## src/rtl/idli_sqi_pkg.sv

```systemverilog
// Shared types and constants for the idli SQI arbiter and its shift register.
package idli_sqi_pkg;

  typedef enum logic [2:0] {
    S_IDLE,
    S_CMD,
    S_ADDR,
    S_DUMMY,
    S_RDATA,
    S_WDATA,
    S_DESEL
  } state_t;

  localparam logic [7:0] CMD_READ  = 8'h03;
  localparam logic [7:0] CMD_WRITE = 8'h02;

  // Each nibble slot is two cycles: SCK low, then SCK high.
  typedef enum logic {
    PH_LOW  = 1'b0,
    PH_HIGH = 1'b1
  } phase_t;

  typedef enum logic {
    PORT_FETCH = 1'b0,
    PORT_DATA  = 1'b1
  } port_t;

  // Chip select is driven low in every state that owns a nibble slot.
  function automatic logic cs_active(input state_t s);
    return s inside {S_CMD, S_ADDR, S_DUMMY, S_RDATA, S_WDATA};
  endfunction

endpackage

```

## src/rtl/idli_sqi_shift.sv

```systemverilog
// Nibble shift register shared by the address, write-data and read-data slots.
// Shifts MSB nibble out while taking a new nibble in at the LSB.
module idli_sqi_shift #(
  parameter int WIDTH = 24
) (
  input  logic             clk,
  input  logic             rst,
  input  logic             load,
  input  logic [WIDTH-1:0] load_val,
  input  logic             shift,
  input  logic [3:0]       din,
  output logic [3:0]       nib,
  output logic [15:0]      word
);

  logic [WIDTH-1:0] sr_reg;

  // Parallel load wins over shift so a phase hand-over can reload on its last edge.
  always_ff @(posedge clk or posedge rst) begin
    if (rst) begin
      sr_reg <= '0;
    end else if (load) begin
      sr_reg <= load_val;
    end else if (shift) begin
      sr_reg <= {sr_reg[WIDTH-5:0], din};
    end
  end

  assign nib  = sr_reg[WIDTH-1 -: 4];
  // Word as it will look once din is shifted in; used for the final read nibble.
  assign word = {sr_reg[11:0], din};

endmodule

```

## src/rtl/idli_sqi_arb.sv

```systemverilog
// SQI memory arbiter: shares one quad-SPI part between fetch and load/store.
// Optional build macro: IDLI_SQI_ARB_RR_EN selects round-robin on ties
// (otherwise the data port always beats fetch).
module idli_sqi_arb
  import idli_sqi_pkg::*;
#(
  parameter int ADDR_NIBBLES  = 6,
  parameter int DUMMY_NIBBLES = 2
) (
  input  logic        i_clk,
  input  logic        i_rst,
  input  logic        i_fetch_req,
  input  logic [15:0] i_fetch_addr,
  output logic        o_fetch_ack,
  output logic [15:0] o_fetch_data,
  input  logic        i_data_req,
  input  logic        i_data_we,
  input  logic [15:0] i_data_addr,
  input  logic [15:0] i_data_wdata,
  output logic        o_data_ack,
  output logic [15:0] o_data_rdata,
  output logic        o_sqi_sck,
  output logic        o_sqi_cs,
  output logic [3:0]  o_sqi_data,
  output logic [3:0]  o_sqi_oe,
  input  logic [3:0]  i_sqi_data,
  output logic        o_busy
);

  localparam int ADDR_W      = ADDR_NIBBLES * 4;
  localparam int SH_W        = (ADDR_W > 16) ? ADDR_W : 16;
  localparam int MAX_SLOTS_A = (ADDR_NIBBLES > 4) ? ADDR_NIBBLES : 4;
  // Also wide enough for an unusually long dummy phase.
  localparam int MAX_SLOTS   = (DUMMY_NIBBLES > MAX_SLOTS_A) ? DUMMY_NIBBLES : MAX_SLOTS_A;
  localparam int CNT_W       = $clog2(MAX_SLOTS);

  localparam logic [CNT_W-1:0] LAST_CMD   = CNT_W'(1);
  localparam logic [CNT_W-1:0] LAST_ADDR  = CNT_W'(ADDR_NIBBLES - 1);
  localparam logic [CNT_W-1:0] LAST_DUMMY = CNT_W'(DUMMY_NIBBLES - 1);
  localparam logic [CNT_W-1:0] LAST_DATA  = CNT_W'(3);
  localparam state_t AFTER_ADDR_RD = (DUMMY_NIBBLES == 0) ? S_RDATA : S_DUMMY;

  state_t            state_reg, state_next;
  logic [CNT_W-1:0]  slot_reg, slot_next;
  phase_t            phase_reg, phase_next;
  port_t             port_reg, port_next;
  logic              we_reg, we_next;
  logic [15:0]       wdata_reg, wdata_next;
  logic [15:0]       fetch_data_reg, data_rdata_reg;

  port_t             sel;
  logic              grant;
  logic              slot_last;
  logic              rd_done;
  logic              sh_load, sh_shift;
  logic [SH_W-1:0]   sh_load_val;
  logic [3:0]        sh_nib;
  logic [15:0]       sh_word;
  logic [15:0]       grant_addr;
  logic [ADDR_W-1:0] byte_addr;
  logic [7:0]        cmd;

`ifdef IDLI_SQI_ARB_RR_EN
  port_t last_reg;

  // Round-robin select: on a tie the port not granted last wins.
  always_comb begin
    sel = PORT_FETCH;
    if (i_data_req && i_fetch_req) begin
      sel = (last_reg == PORT_FETCH) ? PORT_DATA : PORT_FETCH;
    end else if (i_data_req) begin
      sel = PORT_DATA;
    end
  end

  // Remember the last granted port; starts at fetch so data wins the first tie.
  always_ff @(posedge i_clk or posedge i_rst) begin
    if (i_rst) begin
      last_reg <= PORT_FETCH;
    end else if (grant) begin
      last_reg <= sel;
    end
  end
`else
  assign sel = i_data_req ? PORT_DATA : PORT_FETCH;
`endif

  assign grant_addr = (sel == PORT_DATA) ? i_data_addr : i_fetch_addr;
  assign byte_addr  = ADDR_W'({grant_addr, 1'b0});
  assign cmd        = we_reg ? CMD_WRITE : CMD_READ;

  idli_sqi_shift #(.WIDTH(SH_W)) u_shift (
    .clk      (i_clk),
    .rst      (i_rst),
    .load     (sh_load),
    .load_val (sh_load_val),
    .shift    (sh_shift),
    .din      (i_sqi_data),
    .nib      (sh_nib),
    .word     (sh_word)
  );

  // State, slot counter and captured request registers.
  always_ff @(posedge i_clk or posedge i_rst) begin
    if (i_rst) begin
      state_reg <= S_IDLE;
      slot_reg  <= '0;
      phase_reg <= PH_LOW;
      port_reg  <= PORT_FETCH;
      we_reg    <= 1'b0;
      wdata_reg <= '0;
    end else begin
      state_reg <= state_next;
      slot_reg  <= slot_next;
      phase_reg <= phase_next;
      port_reg  <= port_next;
      we_reg    <= we_next;
      wdata_reg <= wdata_next;
    end
  end

  // Next-state: grant in IDLE, then walk the nibble slots of each phase.
  always_comb begin
    state_next  = state_reg;
    slot_next   = slot_reg;
    phase_next  = phase_reg;
    port_next   = port_reg;
    we_next     = we_reg;
    wdata_next  = wdata_reg;
    grant       = 1'b0;
    sh_load     = 1'b0;
    sh_load_val = '0;
    sh_shift    = 1'b0;
    rd_done     = 1'b0;
    slot_last   = 1'b0;
    case (state_reg)
      S_CMD:            slot_last = (slot_reg == LAST_CMD);
      S_ADDR:           slot_last = (slot_reg == LAST_ADDR);
      S_DUMMY:          slot_last = (slot_reg == LAST_DUMMY);
      S_RDATA, S_WDATA: slot_last = (slot_reg == LAST_DATA);
      default:          slot_last = 1'b0;
    endcase

    if (state_reg == S_IDLE) begin
      if (i_data_req || i_fetch_req) begin
        grant       = 1'b1;
        port_next   = sel;
        we_next     = (sel == PORT_DATA) && i_data_we;
        wdata_next  = i_data_wdata;
        state_next  = S_CMD;
        slot_next   = '0;
        phase_next  = PH_LOW;
        sh_load     = 1'b1;
        sh_load_val = SH_W'(byte_addr) << (SH_W - ADDR_W);
      end
    end else if (state_reg == S_DESEL) begin
      state_next = S_IDLE;
    end else begin
      phase_next = (phase_reg == PH_LOW) ? PH_HIGH : PH_LOW;
      if (phase_reg == PH_HIGH) begin
        sh_shift = state_reg inside {S_ADDR, S_WDATA, S_RDATA};
        if (slot_last) begin
          slot_next = '0;
          case (state_reg)
            S_CMD:   state_next = S_ADDR;
            S_ADDR: begin
              if (we_reg) begin
                state_next  = S_WDATA;
                sh_load     = 1'b1;
                sh_load_val = SH_W'(wdata_reg) << (SH_W - 16);
              end else begin
                state_next = AFTER_ADDR_RD;
              end
            end
            S_DUMMY: state_next = S_RDATA;
            S_RDATA: begin
              state_next = S_DESEL;
              rd_done    = 1'b1;
            end
            default: state_next = S_DESEL;
          endcase
        end else begin
          slot_next = slot_reg + CNT_W'(1);
        end
      end
    end
  end

  // Pad drive: only command, address and write-data slots own the bus.
  always_comb begin
    o_sqi_data = 4'h0;
    o_sqi_oe   = 4'h0;
    case (state_reg)
      S_CMD: begin
        o_sqi_oe   = 4'hF;
        o_sqi_data = (slot_reg == '0) ? cmd[7:4] : cmd[3:0];
      end
      S_ADDR, S_WDATA: begin
        o_sqi_oe   = 4'hF;
        o_sqi_data = sh_nib;
      end
      default: begin
        o_sqi_data = 4'h0;
        o_sqi_oe   = 4'h0;
      end
    endcase
  end

  // Read results land on the same edge that enters DESEL and raises ack.
  always_ff @(posedge i_clk or posedge i_rst) begin
    if (i_rst) begin
      fetch_data_reg <= '0;
      data_rdata_reg <= '0;
    end else if (rd_done) begin
      if (port_reg == PORT_FETCH) begin
        fetch_data_reg <= sh_word;
      end else begin
        data_rdata_reg <= sh_word;
      end
    end
  end

  assign o_sqi_cs     = ~cs_active(state_reg);
  assign o_sqi_sck    = cs_active(state_reg) && (phase_reg == PH_HIGH);
  assign o_busy       = (state_reg != S_IDLE);
  assign o_fetch_ack  = (state_reg == S_DESEL) && (port_reg == PORT_FETCH);
  assign o_data_ack   = (state_reg == S_DESEL) && (port_reg == PORT_DATA);
  assign o_fetch_data = fetch_data_reg;
  assign o_data_rdata = data_rdata_reg;

endmodule

```

## config.mk

```make
export PLATFORM = sky130hd
export DESIGN_NAME = idli_sqi_arb
export DESIGN_NICKNAME = d
export VERILOG_FILES = /design/src/rtl/idli_sqi_pkg.sv /design/src/rtl/idli_sqi_shift.sv /design/src/rtl/idli_sqi_arb.sv
export SDC_FILE = /design/constraint.sdc
export NUM_CORES = 1
export LEC_CHECK = 0
export CORE_AREA = 2 2 125 127
export CTS_CLUSTER_DIAMETER = 30
export DETAILED_ROUTE_END_ITERATION = 12
export DIE_AREA = 0 0 127 129
export GPL_ROUTABILITY_DRIVEN = 0
export PLACE_DENSITY = 0.44
export RECOVER_POWER = 25
export SETUP_SLACK_MARGIN = 0.5
export SYNTH_ARGS = -nofsm -noshare
export SYNTH_HDL_FRONTEND = slang
export SYNTH_SLANG_ARGS = --single-unit
```

## constraint.sdc

```tcl
create_clock -name i_clk -period 4.45 [get_ports i_clk]
set_input_delay 0.89 -clock i_clk [delete_from_list [all_inputs] [get_ports i_clk]]
set_output_delay 0.89 -clock i_clk [all_outputs]
set_load 0.02 [all_outputs]
```

# After elaboration in Yosys (flattened, before gate mapping)
# Cells that the tools add are included.
[totals]
ff_bits = 81
latchBits = 0
ram_bits = 0
romBits = 0
inputBits = 57
output_inout_bits = 45
wordCells = 94
mem_count = 0
[op_classes]
n_addsub = 1
multipliers = 0
div = 0
order_cmp = 0
eq_ne = 11
shift = 0
muxes = 47
n_bitwise = 2
reduce_logical = 24
[op_table]
columns = ["operator", "count"]
rows = [
  ["24-bit two-way mux", 8],
  ["3-bit two-way mux", 11],
  ["1-bit two-way mux", 21],
  ["17-bit two-way mux", 1],
  ["16-bit two-way mux", 1],
  ["3-bit equality test (second input constant)", 4],
  ["3-bit nonzero test", 4],
  ["3-bit by 2-bit equality test with 1-bit output (second input constant)", 3],
  ["3-bit one-hot mux with 3 select lines", 1],
  ["4-bit one-hot mux with 2 select lines", 1],
  ["2-bit AND reduction", 4],
  ["3-bit by 1-bit equality test with 1-bit output (second input constant)", 2],
  ["3-bit logical NOT", 2],
  ["3-bit AND reduction", 2],
  ["2-bit OR reduction", 3],
  ["5-bit nonzero test", 1],
  ["1-bit logical AND", 4],
  ["4-bit two-way mux", 1],
  ["2-bit nonzero test", 2],
  ["3-bit by 1-bit adder with 3-bit output (second input constant)", 1],
  ["1-bit one-hot mux with 3 select lines", 1],
  ["3-bit OR reduction", 1],
  ["2-bit two-way mux", 1],
  ["2-bit by 1-bit != test with 1-bit output (second input constant)", 1],
  ["other kinds (3)", 4],
]

# Depth between registers and ports, before layout
# Gate-level depths: netlist (run 1).
[logic_depth]
ltp_word = 8
depth_mapped = 7

# Hierarchy
# A second synthesis (run 1) with hierarchy kept.
[hier_totals]
hier_cells = 374
area_unflattened_um2 = 4216.5
[modules_own_cells]
columns = ["module", "instances", "cells_each", "area_per_inst_um2", "seq_area_each_um2"]
rows = [
  ["idli_sqi_arb", 1, 249, 2935.3, 1426.4],
  ["idli_sqi_shift", 1, 125, 1281.2, 600.6],
]

# Worst setup path before layout (run 1)
# OpenSTA, ideal clock, no wires.
[synth_timing]
path_type = "register to output"
startpoint = "register state_reg[0]"
endpoint = "output o_sqi_oe[1]"
arrival_ns = 1.687
slack_ns = 1.873
stages_incl_launch_ff = 5
cell_sequence = "dfrtp_1 buf_2 nand2b_1 o21ai_0 buf_4"
[synth_via]
elab_chain_cells = 3
[synth_rtl]
columns = ["item", "line", "text"]
rows = [
  ["start: declaration", "idli_sqi_arb.sv:43", "state_t state_reg, state_next;"],
  ["start signal: assignment", "idli_sqi_arb.sv:113", "state_reg <= state_next;"],
  ["3-bit by 2-bit equality test with 1-bit output, or another cell as far along", "idli_sqi_arb.sv:193", "case (state_reg)"],
  ["3-bit OR reduction (no line) (*)", "--", ""],
  ["4-bit two-way mux (*)", "idli_sqi_arb.sv:193", ""],
  ["end: declaration", "idli_sqi_arb.sv:25", "output logic [3:0] o_sqi_oe,"],
]
# Mark *: on every way between the ends. The rest lies on a longest branch, timed or not.

# Worst setup path after layout (run 1)
[layout_timing]
startpoint = "input i_data_req"
endpoint = "register slot_reg[2]"
[layout_via]
elab_chain_cells = 3
[layout_rtl]
columns = ["item", "line", "text"]
rows = [
  ["start: declaration", "idli_sqi_arb.sv:16", "input logic i_data_req,"],
  ["1-bit logical OR", "idli_sqi_arb.sv:145", "if (i_data_req || i_fetch_req) begin"],
  ["2-bit by 1-bit != test with 1-bit output (no line)", "--", ""],
  ["3-bit AND reduction (no line)", "--", ""],
  ["end signal: assignment", "idli_sqi_arb.sv:114", "slot_reg <= slot_next;"],
  ["end: declaration", "idli_sqi_arb.sv:44", "logic [CNT_W-1:0] slot_reg, slot_next;"],
]
# No other way between the ends.
# A chain may end at the register's enable or synchronous reset.

==> key figures, run 1 <==
Cells and area
  – Antenna cell count: 0
  – Layout Utilization: about a third
  – Syn-to-layout area delta: 36.1%
  – Final instance area: roughly 5200 µm²
  – # fillers: 1531
  – Share of cells above drive strength 1: roughly an eighth
  – Final #Nets: around 480
  – Largest register FFs: 24

GRT
  – Grt ovf: 0
  – Largest net degree at the start of global routing: 52
  – GRT Overall Usage: between 10% and 20%
  – First-pass GRT wire length: between 15 and 20 mm
  – Vias in the first global route: 2975
  – Initial antenna violation count: 0

Timing
  – Clk_skew: approximately 0.0084 ns
  – Final Cycle Share: between 80% and 90%
  – Max Slew Vio Count: 21
  – Unrepaired setup endpoints after global routing: no
  – Tmin final: about 3.6 ns
  – # setup viols final: 0
  – Setup TNS: 0 ns
  – Hold_ws: between 0.4 and 0.5 ns
  – Fmax achieved: ~280 MHz
  – Slew @ Worst Pin: around 1.7 ns
  – Slew margin rel.: -10.6%
  – Final hold viol count: 0
  – Final WS setup: around 0.86 ns

Clocking
  – Clock Tree Buf Depth: 2
  – CTS resizes: 0
  – Setup Fix Bufs, Post-CTS: 0
  – Htree depth: 3
  – Clk slew on worst S/H paths: approximately 0.060 ns
  – CTS tree: built
  – CTS sink count: between 80 and 90
  – CTS Buf Count: 9
  – Latest clock arrival within the worst-skew pair: roughly 0.34 ns
  – Cts hold-fix bufs: 0
  – CTS root buf: clkbuf_16

Routing
  – Vias: between 2k and 3k
  – DRC viols: 0
  – Post-DR wirelength/cell: approximately 17 µm
  – Pre-antenna DRT Iters: 4
  – Final wirelength: roughly 10 mm
  – 1st-iter DRT viols: roughly 120
  – Routed vias/inst: between 4 and 5
  – Routed Antenna Nets: 0

Critical path
  – Crit-path max cell delay: between 1 and 1.5 ns
  – Worst Setup Path Type: in2reg
  – Critical Path AT: ~3.8 ns
  – FF-to-FF End: o_data_rdata[10]
  – Crit path top cell by count: o21ai_0
  – Worst Path Required: around 4.7 ns
  – Critical path peak fanout: 20
  – Critical path endpoint category: flip-flop
  – Flop2flop setup slack: 1.65 ns
  – Cells on worst reg2reg path: 4
  – CP Launch Type: primary input
  – Worst path slowest cell: clkbuf_1
  – Worst path cell trace: dlygate4sd3_1 > clkbuf_1 > nor2_1 > o31a_1 > o21ai_0 > o21ai_0 > a22o_1
  – Buf+Inv Stages, Crit Path: 2
  – Crit-path leading delay family: buffers and inverters
  – Worst reg2reg path startpoint: state_reg[2]

Floorplan
  – FP Rows: 45
  – Die Y: around 130 µm
  – Io pins: roughly 100
  – Core ar.: roughly 15000 µm²
  – Die X: approximately 130 µm
  – Die area: ~16000 µm²
  – Initial Util: 25.7%

Synth
  – Ys flop type: dfrtp_1
  – Synth Area in Simple Gates: a little under a tenth
  – Sequential-to-total area share from yosys stat: between 50% and 60%
  – Number of synthesized flops with an enable pin: 0
  – Mux contribution to synthesized area: a little over a fifth
  – Post-Synth Adder-Cell Area: 0.649%
  – Syn Inst Count: approximately 330
  – Xor/xnor share of the synthesized area: 0%
  – Yosys cell types: 48
  – Synth top area share: between 50% and 60%
  – Cell taking the most area after synthesis: dfrtp_1
  – Synth async-reset ratio: 100%
  – Largest family of logic cells by synthesized area: multiplexers
  – Synth Register Bits: between 80 and 90
  – Post-synthesis cell area: a little under 4000 µm²
  – Synth area leaders: dfrtp_1 53%, mux2_2 8.2%, mux2i_1 7.0%
  – Yosys warnings: 0
  – Synth Area per Inst: roughly 12 µm²
  – Post-synth top cells: 81 x dfrtp_1, 28 x mux2_2, 27 x mux2i_1
  – Synth Area in Compound Gates: 12.0%
  – Syn_nets: a little under 400
  – Count leader, synth: dfrtp_1

Worst hold path
  – Hold endpoint: o_fetch_data[7]
  – Hold crit path type: reg2reg
  – Hold path start: o_fetch_data[7]
  – Hold Path Stages: 1

Pwr
  – Power per cell area: 577 nW/µm²
  – Worst VDD drop: between 0.2 and 0.3 mV
  – P_leak: 2.26 nW

Run status
  – Failing checks: max-capacitance violations, max-slew violations
  – Status: finished with violations

Place
  – Port Buffers: just over 100
  – Post-DP HPWL: 7.56 mm
  – Area after DPL: around 5000 µm²
  – Post-place setup slack: around 1.3 ns

Run
  – Max-cap viol count: 1
[layout make-up]
type                            instances  area (µm²)  share of cell area, %
Clock inverter                          3        17.5                  0.334
Sequential cell                        81        2030                   38.6
Timing Repair Buffer                  106        1040                   19.9
Multi-Input combinational cell        220        1640                   31.3
Clock buffer                           11         253                   4.82
Tap cell                              188         235                   4.48
Inverter                                7        27.5                  0.525
[report_power, final]
part | internal, mW | switching [mW]
sequential | 0.985 | 0.257
clock | 0.400 | 0.286
combinational | 0.538 | 0.561
total | 1.92 | 1.10
[worst max-delay path by stage]
stage                      startpoint                  to  slack, ns  depth (start not counted)
after floorplan                 i_rst     o_data_rdata[0]       1.48                          1
after global placement     i_data_req  u_shift.sr_reg[14]       1.40                          6
after detailed placement   i_data_req  u_shift.sr_reg[14]       1.35                          6
after CTS                 slot_reg[1]       o_sqi_data[0]       1.06                          6
after global routing       i_data_req  u_shift.sr_reg[20]       0.59                          6
final                      i_data_req         slot_reg[2]       0.86                          7
[placed cells by master (no fill, tap or decap), drive strengths merged, types with 2 or more instances in the layout]
cell	Yosys	layout
a21oi	24	24
a22o	3	3
and2	3	3
and3	2	2
buf	20	3
clkbuf	5	13
clkdlybuf4s50	0	99
clkinv	0	2
clkinvlp	0	2
dfrtp	81	81
dlygate4sd3	0	2
ha	2	2
inv	7	6
mux2	48	48
mux2i	27	27
nand2	9	9
nand2b	3	3
nand3	5	5
nand4	2	2
nor2	24	24
nor2b	6	6
nor3	4	4
nor4	3	3
o21ai	28	28
o22ai	12	12
o31a	2	2
[routing by layer]
| metal | track usage (%) | wire, µm |
|---|---|---|
| met1 | 16.3 | 4540 |
| met2 | 22.3 | 5230 |
| met3 | 3.87 | 435 |
| met4 | 3.75 | 148 |
| met5 | 0 | 0 |
[through the flow]
step | cells | power, mW
floorplan | 333 | 1.97
global placement | 602 | 2.37
detailed placement | 602 | 2.38
CTS | 616 | 3.09
global route | 616 | 3.25
finish | 616 | 3.03
[cells by family (layout without fill, tap and decap cells)]
| group | count (synthesis) | in the layout |
|---|---|---|
| flip-flops | 81 | 81 |
| AO/OA/AOI/OAI | 79 | 79 |
| multiplexers | 75 | 75 |
| AND/OR/NAND/NOR | 64 | 64 |
| buffers and inverters | 32 | 127 |
| adder cells (fa/ha/maj) | 2 | 2 |
Power figures use the tool's default switching activity.
==> run 2, diff against run 1 <==
- clock period: 4.45 -> 3.63 ns (I/O delays scaled with it)
==> key figures, run 2 (same netlist as run 1, synthesis figures left out) <==
GRT
  – Vias in the first global route: 2987 (was 2975)
  – Grt ovf: 0 (unchanged)
  – GRT Overall Usage: 13.2% (was 13.1%)
  – Initial antenna violation count: 0 (unchanged)
  – First-pass GRT wire length: 16.6 mm (was 16.5 mm)
  – Largest net degree at the start of global routing: 71 (was 52)

Cells and area
  – Most frequent cells in the layout: 100 x clkdlybuf4s50_1, 77 x dfrtp_1, 28 x mux2_2 (was 99 x clkdlybuf4s50_1, 81 x dfrtp_1, 28 x mux2_2)
  – # fillers: 1570 (was 1531)
  – Antenna cell count: 0 (unchanged)
  – Share of cells above drive strength 1: 14.8% (was 12.1%)
  – Syn-to-layout area delta: 38.5% (was 36.1%)
  – Final instance area: 5340 µm² (was 5250 µm²)
  – Commonest non-fill, non-tap cell in the layout: clkdlybuf4s50_1 (unchanged)
  – Largest register FFs: 24 (unchanged)
  – Final #Nets: 486 (was 484)

Worst hold path
  – Hold crit path type: reg2reg (unchanged)

Clocking
  – Htree depth: 3 (unchanged)
  – CTS Buf Count: 9 (unchanged)
  – CTS root buf: clkbuf_16 (unchanged)
  – Clk slew on worst S/H paths: 0.07 ns (was 0.06 ns)
  – CTS sink count: 81 (unchanged)
  – Latest clock arrival within the worst-skew pair: 0.34 ns (about the same)
  – Clock Tree Buf Depth: 2 (unchanged)
  – Cts hold-fix bufs: 0 (unchanged)
  – Setup Fix Bufs, Post-CTS: 0 (unchanged)
  – CTS tree: built (unchanged)

Floorplan
  – FP Rows: 45 (unchanged)
  – Die X: 127 µm (unchanged)
  – Die area: 16400 µm² (unchanged)
  – Io pins: 102 (unchanged)
  – Die Y: 129 µm (unchanged)
  – Initial Util: 25.7% (unchanged)
  – Core ar.: 15000 µm² (unchanged)

Routing
  – DRC viols: 0 (unchanged)
  – Routed vias/inst: 4.68 (was 4.74)
  – 1st-iter DRT viols: 164 (was 123)
  – Vias: 2901 (was 2918)
  – Final wirelength: 10.4 mm (about the same)
  – Routed Antenna Nets: 0 (unchanged)
  – Post-DR wirelength/cell: 16.7 µm (was 16.8 µm)
  – Pre-antenna DRT Iters: 4 (unchanged)

Run status
  – Status: complete, no violations (was finished with violations)

Critical path
  – CP Launch Type: flip-flop (was primary input)
  – Worst Setup Path Type: reg2out (was in2reg)
  – Worst Path Required: 2.90 ns (was 4.68 ns)
  – Critical path peak fanout: 9 (was 20)
  – Critical Path AT: 2.27 ns (was 3.82 ns)
  – Critical path endpoint category: output pin (was flip-flop)

Pwr
  – Sequential share of power: 40.5% (was 41.0%)
  – P_leak: 2.28 nW (was 2.26 nW)
  – Worst VDD drop: 0.245 mV (was 0.256 mV)
  – Clk pwr share: 23.4% (was 22.7%)
  – Logic pwr share: 36.2% (was 36.3%)
  – Internal: 2.37 mW (was 1.92 mW)
  – P_sw: 1.41 mW (was 1.10 mW)
  – Sw frac: 37.4% (was 36.5%)
  – Power per cell area: 709 nW/µm² (was 577 nW/µm²)

Timing
  – Clk_skew: 0.00592 ns (was 0.00835 ns)
  – # setup viols final: 0 (unchanged)
  – Unrepaired setup endpoints after global routing: no (unchanged)
  – Max Slew Vio Count: 0 (was 21)
  – Tmin final: roughly 3 ns
  – Final Cycle Share: a little over 80%
  – Fmax achieved: 334 MHz
  – Slew @ Worst Pin: 0.616 ns (was 1.66 ns)
  – Slew margin rel.: 58.7% (was -10.6%)
  – Setup TNS: 0 ns (unchanged)
  – Final hold viol count: 0 (unchanged)

Run
  – Max-cap viol count: 0 (was 1)

Place
  – Area after DPL: 5040 µm² (was 5010 µm²)
  – Port Buffers: 101 (unchanged)
  – Post-DP HPWL: 7.57 mm (was 7.56 mm)
## run 2: repair_timing
action,CTS,global route
hold endpoints to repair,0,0
cloned,0,0
endpoints found under the setup margin,5,6
gates resized for setup,2,4
## run 2: metal layers
layer  GRT usage [%]  up-vias  part of all wire [%]  wire length (µm)
met4            5.69        0                   2.0               204
met3            2.70       16                   4.1               423
met2            21.5       72                    49              5050
met5               0        -                     0                 0
met1            17.2     1422                    45              4690
li1                -     1391                     -                 -
## run 2: final timing paths
| check | endpoint | slack (ns) | start | depth (start not counted) |
|---|---|---|---|---|
| max | o_sqi_data[0] | 0.63 | slot_reg[1] | 6 |
| min | o_fetch_data[1] | 0.49 | o_fetch_data[1] | 1 |
| max reg2reg | u_shift.sr_reg[18] | 1.46 | state_reg[0] | 5 |
| min reg2reg | o_fetch_data[1] | 0.49 | o_fetch_data[1] | 1 |
| max in group asynchronous | slot_reg[1] | 1.98 | i_rst | 3 |
| min in group asynchronous | wdata_reg[1] | 0.88 | i_rst | 2 |
## run 2: worst max-delay path: stages (launching register included)
cell             delay [ns]
dfrtp_2                0.47
inv_1                  0.10
ha_1                   0.18
a21oi_1                0.26
a22oi_1                0.10
o21ai_0                0.17
clkdlybuf4s50_1        0.63
## run 2: cell type report
cell class	count	area (µm²)	area share, %
clock buffer	10	239	4.48
clock inverter	6	51.3	0.961
sequential	81	2030	38.1
inverter	7	27.5	0.515
multi-input combinational	220	1680	31.4
timing repair buffer	108	1080	20.1
tap	188	235	4.40
## run 2: through the flow
stage | std cells | hold slack, ns | power, mW | util [%] | setup slack [ns]
floorplan | 333 | 0.444 | 2.42 | - | 0.824
global placement | 604 | 0.471 | 2.89 | 33.6 | 0.899
detailed placement | 604 | 0.478 | 2.93 | 33.6 | 0.850
CTS | 620 | 0.494 | 3.83 | 35.6 | 0.523
global route | 620 | 0.509 | 4.06 | 35.7 | 0.534
finish | 620 | 0.488 | 3.79 | 35.7 | 0.634
## run 2: power groups by stage
| stage | logic [mW] | clock network [mW] | registers (mW) |
|---|---|---|---|
| 3_3_place_gp | 1.36 | 0 | 1.53 |
| 5_1_grt | 1.51 | 0.957 | 1.59 |
| 4_1_cts | 1.39 | 0.913 | 1.53 |
| 3_5_place_dp | 1.38 | 0 | 1.54 |
| 6_report | 1.37 | 0.884 | 1.53 |
| 2_1_floorplan | 1.02 | 0 | 1.40 |
==> run 3, diff against run 2 <==
- PLACE_DENSITY: 0.44 -> 0.45
- clock period: 3.63 -> 2.6 ns (I/O delays scaled with it)
==> key figures, run 3 (same netlist as run 1, synthesis figures left out) <==
Timing
  – Final Cycle Share: 79.3%
  – Slew margin rel.: 23.2% (was 58.7%)
  – Clk_skew: 0.00751 ns (was 0.00592 ns)
  – Slew @ Worst Pin: 1.15 ns (was 0.616 ns)
  – Tmin final: between 2 and 2.5 ns
  – Max Slew Vio Count: 0 (unchanged)
  – Setup TNS: 0 ns (unchanged)
  – # setup viols final: 0 (unchanged)
  – Final hold viol count: 0 (unchanged)
  – Unrepaired setup endpoints after global routing: yes (was no)
  – Final WS setup: 0.538 ns (was 0.634 ns)
  – Fmax achieved: 485 MHz

Clocking
  – CTS tree: built (unchanged)
  – Clk slew on worst S/H paths: 0.07 ns (about the same)
  – Cts hold-fix bufs: 0 (unchanged)
  – CTS sink count: 81 (unchanged)
  – Clock Tree Buf Depth: 2 (unchanged)
  – CTS root buf: clkbuf_16 (unchanged)
  – CTS Buf Count: 9 (unchanged)
  – Latest clock arrival within the worst-skew pair: 0.33 ns (was 0.34 ns)
  – Htree depth: 3 (unchanged)

Pwr
  – Power per cell area: 1030 nW/µm² (was 709 nW/µm²)
  – P_leak: 2.50 nW (was 2.28 nW)
  – Tot Pwr: 5.91 mW (was 3.79 mW)
  – Worst VDD drop: 0.381 mV (was 0.245 mV)

GRT
  – GRT Overall Usage: 12.9% (was 13.2%)
  – Largest net degree at the start of global routing: 82 (was 71)
  – First-pass GRT wire length: 16.3 mm (was 16.6 mm)
  – Grt ovf: 0 (unchanged)
  – Vias in the first global route: 2981 (was 2987)
  – Initial antenna violation count: 0 (unchanged)

Cells and area
  – Syn-to-layout area delta: 48.4% (was 38.5%)
  – Largest register FFs: 24 (unchanged)
  – Commonest non-fill, non-tap cell in the layout: clkdlybuf4s50_1 (unchanged)
  – Multi-input gate area: 1750 µm² (was 1680 µm²)
  – Share of cells above drive strength 1: 25.9% (was 14.8%)
  – Antenna cell count: 0 (unchanged)
  – Final #Nets: 514 (was 486)
  – Reg area: 2030 µm² (unchanged)
  – # fillers: 1510 (was 1570)
  – Most frequent cells in the layout: 87 x clkdlybuf4s50_1, 77 x dfrtp_1, 33 x buf_4 (was 100 x clkdlybuf4s50_1, 77 x dfrtp_1, 28 x mux2_2)

Floorplan
  – Core ar.: 15000 µm² (unchanged)
  – Die area: 16400 µm² (unchanged)
  – Die X: 127 µm (unchanged)
  – FP Rows: 45 (unchanged)
  – Io pins: 102 (unchanged)
  – Die Y: 129 µm (unchanged)
  – Initial Util: 25.7% (unchanged)

Critical path
  – Worst Setup Path Type: reg2out (unchanged)
  – Critical path peak fanout: 4 (was 9)
  – Critical path endpoint category: output pin (unchanged)
  – CP Launch Type: flip-flop (unchanged)
  – Worst Path Required: 2.08 ns (was 2.90 ns)
  – Critical Path AT: 1.54 ns (was 2.27 ns)

Place
  – Post-place setup slack: 0.188 ns (was 0.850 ns)
  – Port Buffers: 101 (unchanged)
  – Post-DP HPWL: 7.47 mm (was 7.57 mm)

Routing
  – Final wirelength: 10.8 mm (was 10.4 mm)
  – Pre-antenna DRT Iters: 4 (unchanged)
  – Vias: 3016 (was 2901)
  – Routed Antenna Nets: 0 (unchanged)
  – Routed vias/inst: 4.65 (was 4.68)
  – DRC viols: 0 (unchanged)
  – Post-DR wirelength/cell: 16.6 µm (was 16.7 µm)
  – 1st-iter DRT viols: 174 (was 164)

Run
  – Max-cap viol count: 0 (unchanged)

Worst hold path
  – Hold crit path type: reg2reg (unchanged)

Run status
  – Status: complete, no violations (unchanged)
==> run 3: changes by cell type in the layout (fill, tap and decap cells not counted), sizes merged <==
cell           change
clkdlybuf4s50     -13
clkinv             -4
dlygate4sd2        +1
clkdlybuf4s15      +5
clkbuf             +3
clkinvlp           -1
inv                +2
bufinv             +4
buf               +31
==> run 3: final timing paths <==
kind,from,end,slack [ns],cells past startpoint
max in group asynchronous,i_rst,slot_reg[2],0.71,3
worst max register to register,state_reg[0],o_fetch_data[0],0.54,7
worst max-delay path,state_reg[1],o_sqi_data[1],0.54,5
worst min register to register,o_fetch_data[8],o_fetch_data[8],0.48,1
min in group asynchronous,i_rst,o_data_rdata[13],1.08,3
worst min-delay path,o_fetch_data[8],o_fetch_data[8],0.48,1
==> run 3: layer usage <==
layer / track usage [%] / part of all wire [%]
met5: 0 / 0
met4: 4.07 / 0.73
met3: 2.87 / 4.2
met2: 21.3 / 49
met1: 17.0 / 46
==> run 3: per-stage QoR <==
stage	hold slack [ns]	utilization, %	std cells	instance area (µm²)
global route	0.504	38.2	648	5720
CTS	0.490	37.5	641	5620
global placement	0.471	34.1	613	5110
floorplan	0.444	-	333	3860
finish	0.483	38.2	648	5720
detailed placement	0.474	34.1	613	5110
==> run 3: power by group <==
part           switching, mW  internal, mW  total [mW]
logic                   1.15          1.11        2.27
clock network          0.536          1.05        1.58
registers              0.371          1.69        2.06
total                   2.06          3.85        5.91
==> run 3: critical path, stage by stage, from the launching register on <==
cell      delay [ns]
dfrtp_2         0.43
nand2b_1        0.21
a21oi_2         0.19
a21oi_1         0.07
o21ai_1         0.15
buf_4           0.16
==> run 3: repair_timing <==
action / in CTS / in global routing
pin swaps: 4 / 7
setup buffers: 12 / 6
gates resized for setup: 58 / 27
setup endpoints to repair: 39 / 29
cloned: 0 / 1
==> run 3: layout make-up <==
class / instances / area share, %
clock inverter: 7 / 2.56
tap: 188 / 4.11
inverter: 7 / 0.525
timing repair buffer: 136 / 22.8
clock buffer: 9 / 3.94
multi-input combinational: 220 / 30.6
sequential: 81 / 35.5
